$ cat src/rtl/bcd_rtc_counter.sv
// bcd_rtc_counter
// ---------------------------------------------------------------------------
// BCD real-time counter holding hh:mm:ss as six BCD digits in 24h form.
// A built-in prescaler divides the system clock down to one advance per
// CLK_PER_SEC enabled cycles.
// Time is loaded through a validated single-cycle handshake.
// The hour digits are presented in 24h or 12h form, selected at runtime.
//
// Optional feature: define RTC_ALARM_EN to add an hh:mm alarm comparator.
//
// Parameters
//   CLK_PER_SEC  clock cycles per second advance (1 = every enabled cycle)
//   PS_W         prescaler width, must be >= clog2(CLK_PER_SEC)
// Ports
//   clock                   system clock, rising edge
//   reset_n                 asynchronous active-low reset
//   run                     1 = count, 0 = freeze time and prescaler
//   mode_12h                display mode: 0 = 24h, 1 = 12h
//   load_valid              load request qualifier (one cycle)
//   load_hr/min/sec [7:0]   {tens,units} BCD load value, hours in 24h form
//   load_ack / load_err     one-cycle pulse: load accepted / rejected
//   ms_*/ls_* [3:0]         displayed digits (hours follow mode_12h)
//   pm                      internal hour >= 12
//   sec_pulse               one-cycle pulse per second advance
//   day_wrap                one-cycle pulse on 23:59:59 -> 00:00:00
//   alarm_arm, alarm_hr, alarm_min, alarm_hit   (RTC_ALARM_EN only)
// ---------------------------------------------------------------------------
module bcd_rtc_counter #(
  parameter int CLK_PER_SEC = 1,
  parameter int PS_W        = 1
) (
  input  logic       clock,
  input  logic       reset_n,
  input  logic       run,
  input  logic       mode_12h,
  input  logic       load_valid,
  input  logic [7:0] load_hr,
  input  logic [7:0] load_min,
  input  logic [7:0] load_sec,
  output logic       load_ack,
  output logic       load_err,
  output logic [3:0] ms_hr,
  output logic [3:0] ls_hr,
  output logic [3:0] ms_min,
  output logic [3:0] ls_min,
  output logic [3:0] ms_sec,
  output logic [3:0] ls_sec,
  output logic       pm,
  output logic       sec_pulse,
`ifdef RTC_ALARM_EN
  input  logic       alarm_arm,
  input  logic [7:0] alarm_hr,
  input  logic [7:0] alarm_min,
  output logic       alarm_hit,
`endif
  output logic       day_wrap
);

  localparam int PS_MIN = (CLK_PER_SEC > 1) ? $clog2(CLK_PER_SEC) : 1;
  localparam logic [PS_W-1:0] PS_LAST = PS_W'(CLK_PER_SEC - 1);

  generate
    if (CLK_PER_SEC < 1 || PS_W < PS_MIN) begin : g_bad_params
      $error("bcd_rtc_counter: CLK_PER_SEC must be >= 1 and PS_W >= clog2(CLK_PER_SEC)");
    end
  endgenerate

  logic [3:0]      sec_l_q, sec_m_q, min_l_q, min_m_q, hr_l_q, hr_m_q;
  logic [3:0]      sec_l_d, sec_m_d, min_l_d, min_m_d, hr_l_d, hr_m_d;
  logic [PS_W-1:0] ps_q, ps_d;
  logic            ack_q, ack_d, err_q, err_d;
  logic            pulse_q, pulse_d, wrap_q, wrap_d;
  logic            load_ok;

  // Every nibble must be a decimal digit; with that guaranteed, a plain byte
  // compare against 0x23 orders BCD hours correctly.
  assign load_ok = (load_hr[3:0]  <= 4'd9) && (load_hr[7:4]  <= 4'd9) &&
                   (load_min[3:0] <= 4'd9) && (load_min[7:4] <= 4'd5) &&
                   (load_sec[3:0] <= 4'd9) && (load_sec[7:4] <= 4'd5) &&
                   (load_hr <= 8'h23);

  always_comb begin
    sec_l_d = sec_l_q;
    sec_m_d = sec_m_q;
    min_l_d = min_l_q;
    min_m_d = min_m_q;
    hr_l_d  = hr_l_q;
    hr_m_d  = hr_m_q;
    ps_d    = ps_q;
    ack_d   = 1'b0;
    err_d   = 1'b0;
    pulse_d = 1'b0;
    wrap_d  = 1'b0;
    // Any load request, good or bad, takes priority and suppresses the advance.
    if (load_valid) begin
      if (load_ok) begin
        {hr_m_d, hr_l_d}   = load_hr;
        {min_m_d, min_l_d} = load_min;
        {sec_m_d, sec_l_d} = load_sec;
        ps_d  = '0;
        ack_d = 1'b1;
      end else begin
        err_d = 1'b1;
      end
    end else if (run) begin
      if (ps_q == PS_LAST) begin
        ps_d    = '0;
        pulse_d = 1'b1;
        if (sec_l_q != 4'd9) begin
          sec_l_d = sec_l_q + 4'd1;
        end else begin
          sec_l_d = 4'd0;
          if (sec_m_q != 4'd5) begin
            sec_m_d = sec_m_q + 4'd1;
          end else begin
            sec_m_d = 4'd0;
            if (min_l_q != 4'd9) begin
              min_l_d = min_l_q + 4'd1;
            end else begin
              min_l_d = 4'd0;
              if (min_m_q != 4'd5) begin
                min_m_d = min_m_q + 4'd1;
              end else begin
                min_m_d = 4'd0;
                if (hr_m_q == 4'd2 && hr_l_q == 4'd3) begin
                  hr_m_d = 4'd0;
                  hr_l_d = 4'd0;
                  wrap_d = 1'b1;
                end else if (hr_l_q == 4'd9) begin
                  hr_l_d = 4'd0;
                  hr_m_d = hr_m_q + 4'd1;
                end else begin
                  hr_l_d = hr_l_q + 4'd1;
                end
              end
            end
          end
        end
      end else begin
        ps_d = ps_q + 1'b1;
      end
    end
  end

  always_ff @(posedge clock or negedge reset_n) begin
    if (!reset_n) begin
      sec_l_q <= 4'd0;
      sec_m_q <= 4'd0;
      min_l_q <= 4'd0;
      min_m_q <= 4'd0;
      hr_l_q  <= 4'd0;
      hr_m_q  <= 4'd0;
      ps_q    <= '0;
      ack_q   <= 1'b0;
      err_q   <= 1'b0;
      pulse_q <= 1'b0;
      wrap_q  <= 1'b0;
    end else begin
      sec_l_q <= sec_l_d;
      sec_m_q <= sec_m_d;
      min_l_q <= min_l_d;
      min_m_q <= min_m_d;
      hr_l_q  <= hr_l_d;
      hr_m_q  <= hr_m_d;
      ps_q    <= ps_d;
      ack_q   <= ack_d;
      err_q   <= err_d;
      pulse_q <= pulse_d;
      wrap_q  <= wrap_d;
    end
  end

`ifdef RTC_ALARM_EN
  logic alarm_hit_q, alarm_hit_d;

  // Only a real advance landing on hh:mm:00 can fire; loads never set pulse_d.
  always_comb begin
    alarm_hit_d = pulse_d && alarm_arm &&
                  (sec_m_d == 4'd0) && (sec_l_d == 4'd0) &&
                  ({hr_m_d, hr_l_d} == alarm_hr) &&
                  ({min_m_d, min_l_d} == alarm_min);
  end

  always_ff @(posedge clock or negedge reset_n) begin
    if (!reset_n) alarm_hit_q <= 1'b0;
    else          alarm_hit_q <= alarm_hit_d;
  end

  assign alarm_hit = alarm_hit_q;
`endif

  // 12h mapping in BCD: 00 -> 12, 13..19 -> 01..07, 20..21 -> 08..09,
  // 22..23 -> 10..11; 01..12 pass through.
  always_comb begin
    ms_hr = hr_m_q;
    ls_hr = hr_l_q;
    if (mode_12h) begin
      if (hr_m_q == 4'd0 && hr_l_q == 4'd0) begin
        ms_hr = 4'd1;
        ls_hr = 4'd2;
      end else if (hr_m_q == 4'd1 && hr_l_q >= 4'd3) begin
        ms_hr = 4'd0;
        ls_hr = hr_l_q - 4'd2;
      end else if (hr_m_q == 4'd2 && hr_l_q <= 4'd1) begin
        ms_hr = 4'd0;
        ls_hr = hr_l_q + 4'd8;
      end else if (hr_m_q == 4'd2) begin
        ms_hr = 4'd1;
        ls_hr = hr_l_q - 4'd2;
      end
    end
  end

  assign pm        = (hr_m_q == 4'd2) || (hr_m_q == 4'd1 && hr_l_q >= 4'd2);
  assign ms_min    = min_m_q;
  assign ls_min    = min_l_q;
  assign ms_sec    = sec_m_q;
  assign ls_sec    = sec_l_q;
  assign load_ack  = ack_q;
  assign load_err  = err_q;
  assign sec_pulse = pulse_q;
  assign day_wrap  = wrap_q;

endmodule

$ cat config.mk
export PLATFORM = sky130hd
export DESIGN_NAME = bcd_rtc_counter
export DESIGN_NICKNAME = d
export VERILOG_FILES = /design/src/rtl/bcd_rtc_counter.sv
export SDC_FILE = /design/constraint.sdc
export NUM_CORES = 1
export LEC_CHECK = 0
export ABC_AREA = 1
export BUFFER_PORTS_ARGS = -buffer_cell sky130_fd_sc_hd__buf_4
export CAP_MARGIN = 0
export CORE_MARGIN = 2
export CORE_UTILIZATION = 57
export CTS_CLUSTER_DIAMETER = 150
export CTS_CLUSTER_SIZE = 30
export DETAILED_ROUTE_END_ITERATION = 8
export PLACE_DENSITY = 0.91
export REMOVE_ABC_BUFFERS = 1
export SLEW_MARGIN = 15
export SYNTH_ARGS = -nofsm -noshare
export SYNTH_HDL_FRONTEND = slang
export SYNTH_SLANG_ARGS = --single-unit
$ cat constraint.sdc
create_clock -name clock -period 4.7 [get_ports clock]
set_clock_uncertainty 0.1 [all_clocks]
set_input_delay 0 -clock clock [delete_from_list [all_inputs] [get_ports clock]]
set_output_delay 0 -clock clock [all_outputs]
set_load 0.005 [all_outputs]
==> impl_metrics.py <==
metrics = {
    "synth": {
        "yosys_warnings": 0,
        "synth_ff_type": "dfrtp_1",
        "synth-seq-cells": 28,
        "synth_area_per_cell_um2": 6.87,
        "async_flop_share": 1.00,
        "synth_area_um2": 2180,
        "syn_inst": 318,
        "yosysSeqAreaShare": 0.321,
        "ys_types": 32,
        "synth-edff-count": 0,
    },
    "cts": {
        "cts_tree": "yes",
        "cts_max_level": 1,
        "clock_path_buffers": 2,
        "cts_resized": 0,
        "cts_hold_buffers": 21,
        "clkTransAtPathRegs_ns": 0.10,
        "cts-root-buf": "clkbuf_8",
        "cts_setup_buffers": 0,
        "cts_num_sinks": 28,
        "clk_latency_ns": 0.28,
        "cts_buffers": 3,
    },
    "worst_setup_path": {
        "crit_fanout": 7,
        "arrival_ns": 1.84,
        "critPathKind": "reg -> out",
        "cp.required_ns": 4.60,
        "critPathCaptureType": "output pin",
        "startpoint_type": "flop",
    },
    "power": {
        "pwr-share-seq": 0.402,
        "p_leak_uw": 0.00152,
        "ir_drop_v": 0.000222,
        "internal_power_uw": 558,
        "power.switching_uw": 374,
        "combPwrFrac": 0.434,
        "clkPwrFrac": 0.164,
        "power_density_nw_per_um2": 326,
        "switching_share": 0.402,
    },
    "timing": {
        "fmax_ghz": 0.516,
        "fin_crit_ns": 1.94,
        "setup_tns_ns": 0,
        "period_share": 0.413,
        "max_slew_margin": 0.760,
        "rsz0062_at_grt": "false",
        "hold_violations": 0,
        "setup_viol": 0,
        "setup_ws_ns": 2.76,
        "tightestPinTransition_ns": 0.360,
        "holdWs_ns": 0.00628,
        "slew_viol_final": 0,
    },
    "finish": {
        "drive_gt1_frac": 0.226,
        "stdcell_count": 438,
        "ff_latch_area_um2": 701,
        "synthToLayoutAreaGrowth_pct": 31.1,
        "multiInputGateArea_um2": 1270,
        "layout_common_cells": "110 x nand2_1, 57 x buf_4, 37 x nand3_1",
        "antenna_cells": 0,
        "fill_cells": 259,
        "layout_commonest_cell": "nand2_1",
        "final_nets": 426,
    },
    "placed_design": {
        "place_inst": 413,
        "hpwl_mm": 3.93,
        "preCtsSetupSlack_ns": 3.00,
        "gp_congestion": 0.872,
        "io_buffers": 57,
    },
    "routing": {
        "drt_iter0_drc": 107,
        "wl_per_cell_um": 12.8,
        "viasPerCell": 5.29,
        "drtPass1Iterations": 4,
        "wl_mm": 5.62,
        "ant_nets": 0,
        "vias": 2318,
        "drc_errors": 0,
    },
    "die": {
        "start_util": 0.596,
        "fp.dieArea_um2": 4340,
        "die-width_um": 65.9,
        "row_count": 22,
        "floorplan.die.height_um": 65.9,
        "ios": 58,
        "coreArea_um2": 3660,
    },
    "global_route": {
        "track_usage": 0.271,
        "grt_pass1_vias": 2147,
        "grt_pass1_wl_mm": 9.31,
        "grt-ovfl-total": 0,
        "antenna_found_initial": 0,
        "grt_max_degree": 33,
    },
    "min_path": {
        "min_path_type": "in -> reg",
    },
    "outcome": {
        "outcome": "completed",
    },
    "job": {
        "cap_violations": 0,
    },
}
## cell families after synthesis
kind of cell / synth area share
buffers and inverters: 0.0968
adders and majority gates: 0.0344
AOI/OAI and AO/OA: 0.101
xor gates and xnor gates: 0.0361
DFF: 0.321
and+or+nand+nor: 0.410
## worst paths after layout
path,depth (start not counted),endpoint,slack (ns),from
setup / recovery,10,ls_hr[2],2.76,hr_m_q[0]
hold / removal,3,load_err,0.006,load_valid
setup reg to reg,11,hr_m_q[2],2.96,hr_m_q[0]
hold reg to reg,2,ls_min[2],0.46,ls_min[2]
max in group asynchronous,2,ms_min[2],4.16,reset_n
min in group asynchronous,2,sec_pulse,0.07,reset_n
## per-stage QoR
step | utilization | power (uW) | cell area [um2]
final | 0.782 | 932 | 2860
after global routing | 0.782 | 999 | 2860
after CTS | 0.782 | 921 | 2860
after detailed placement | 0.710 | 756 | 2600
after global placement | 0.710 | 745 | 2600
after floorplan | - | 587 | 2110
## flip-flops by register name, indices dropped and copies added (netlist names)
signal and cells:
sec_pulse 1, hr_m_q 4, day_wrap 1, ms_min 4, ls_sec 4, ls_min 4
hr_l_q 4, load_err 1, ms_sec 4, load_ack 1
## metal layers
layer | global-route usage | part of all wire
met1 | 0.336 | 0.42
met2 | 0.500 | 0.52
met3 | 0.0409 | 0.048
met4 | 0.0495 | 0.011
met5 | 0 | 0
## power groups by stage
stage	clock, uW	sequential (uW)	combinational, uW
after global routing	164	381	453
after CTS	153	370	398
final	153	375	404
after floorplan	0	364	224
after global placement	0	374	371
after detailed placement	0	374	383
## cell usage after synthesis (3+ instances only)
master	number	area (um2)
clkbuf_1	5	18.8
ha_1	6	75.1
nand2_2	8	50.1
o21ai_1	4	20.0
inv_1	31	116
a21oi_1	5	25.0
o21ai_0	28	140
xor2_1	7	61.3
nand2_1	110	413
dfrtp_1	28	701
nor2_4	3	33.8
nand3_1	37	185
inv_2	3	11.3
nor2_1	11	41.3
nor2_2	4	25.0
nand4_1	5	31.3
nand2_4	4	45.0
## final cells by class
class / count / share of cell area
clock buffer: 4 / 0.0192
inverter: 36 / 0.0481
multi-input combinational: 244 / 0.444
sequential: 28 / 0.245
tap: 48 / 0.0210
timing repair buffer: 78 / 0.223
## worst max-delay path: stages (launching register included)
cell and delay, ns:
dfrtp_1 0.50, inv_1 0.11, ha_1 0.20, inv_1 0.09
nor2_4 0.06, inv_1 0.07, nand2_1 0.08, nand2_1 0.10
nand2_1 0.08, o21ai_0 0.15, buf_4 0.13
(Power assumes the default switching activity.)
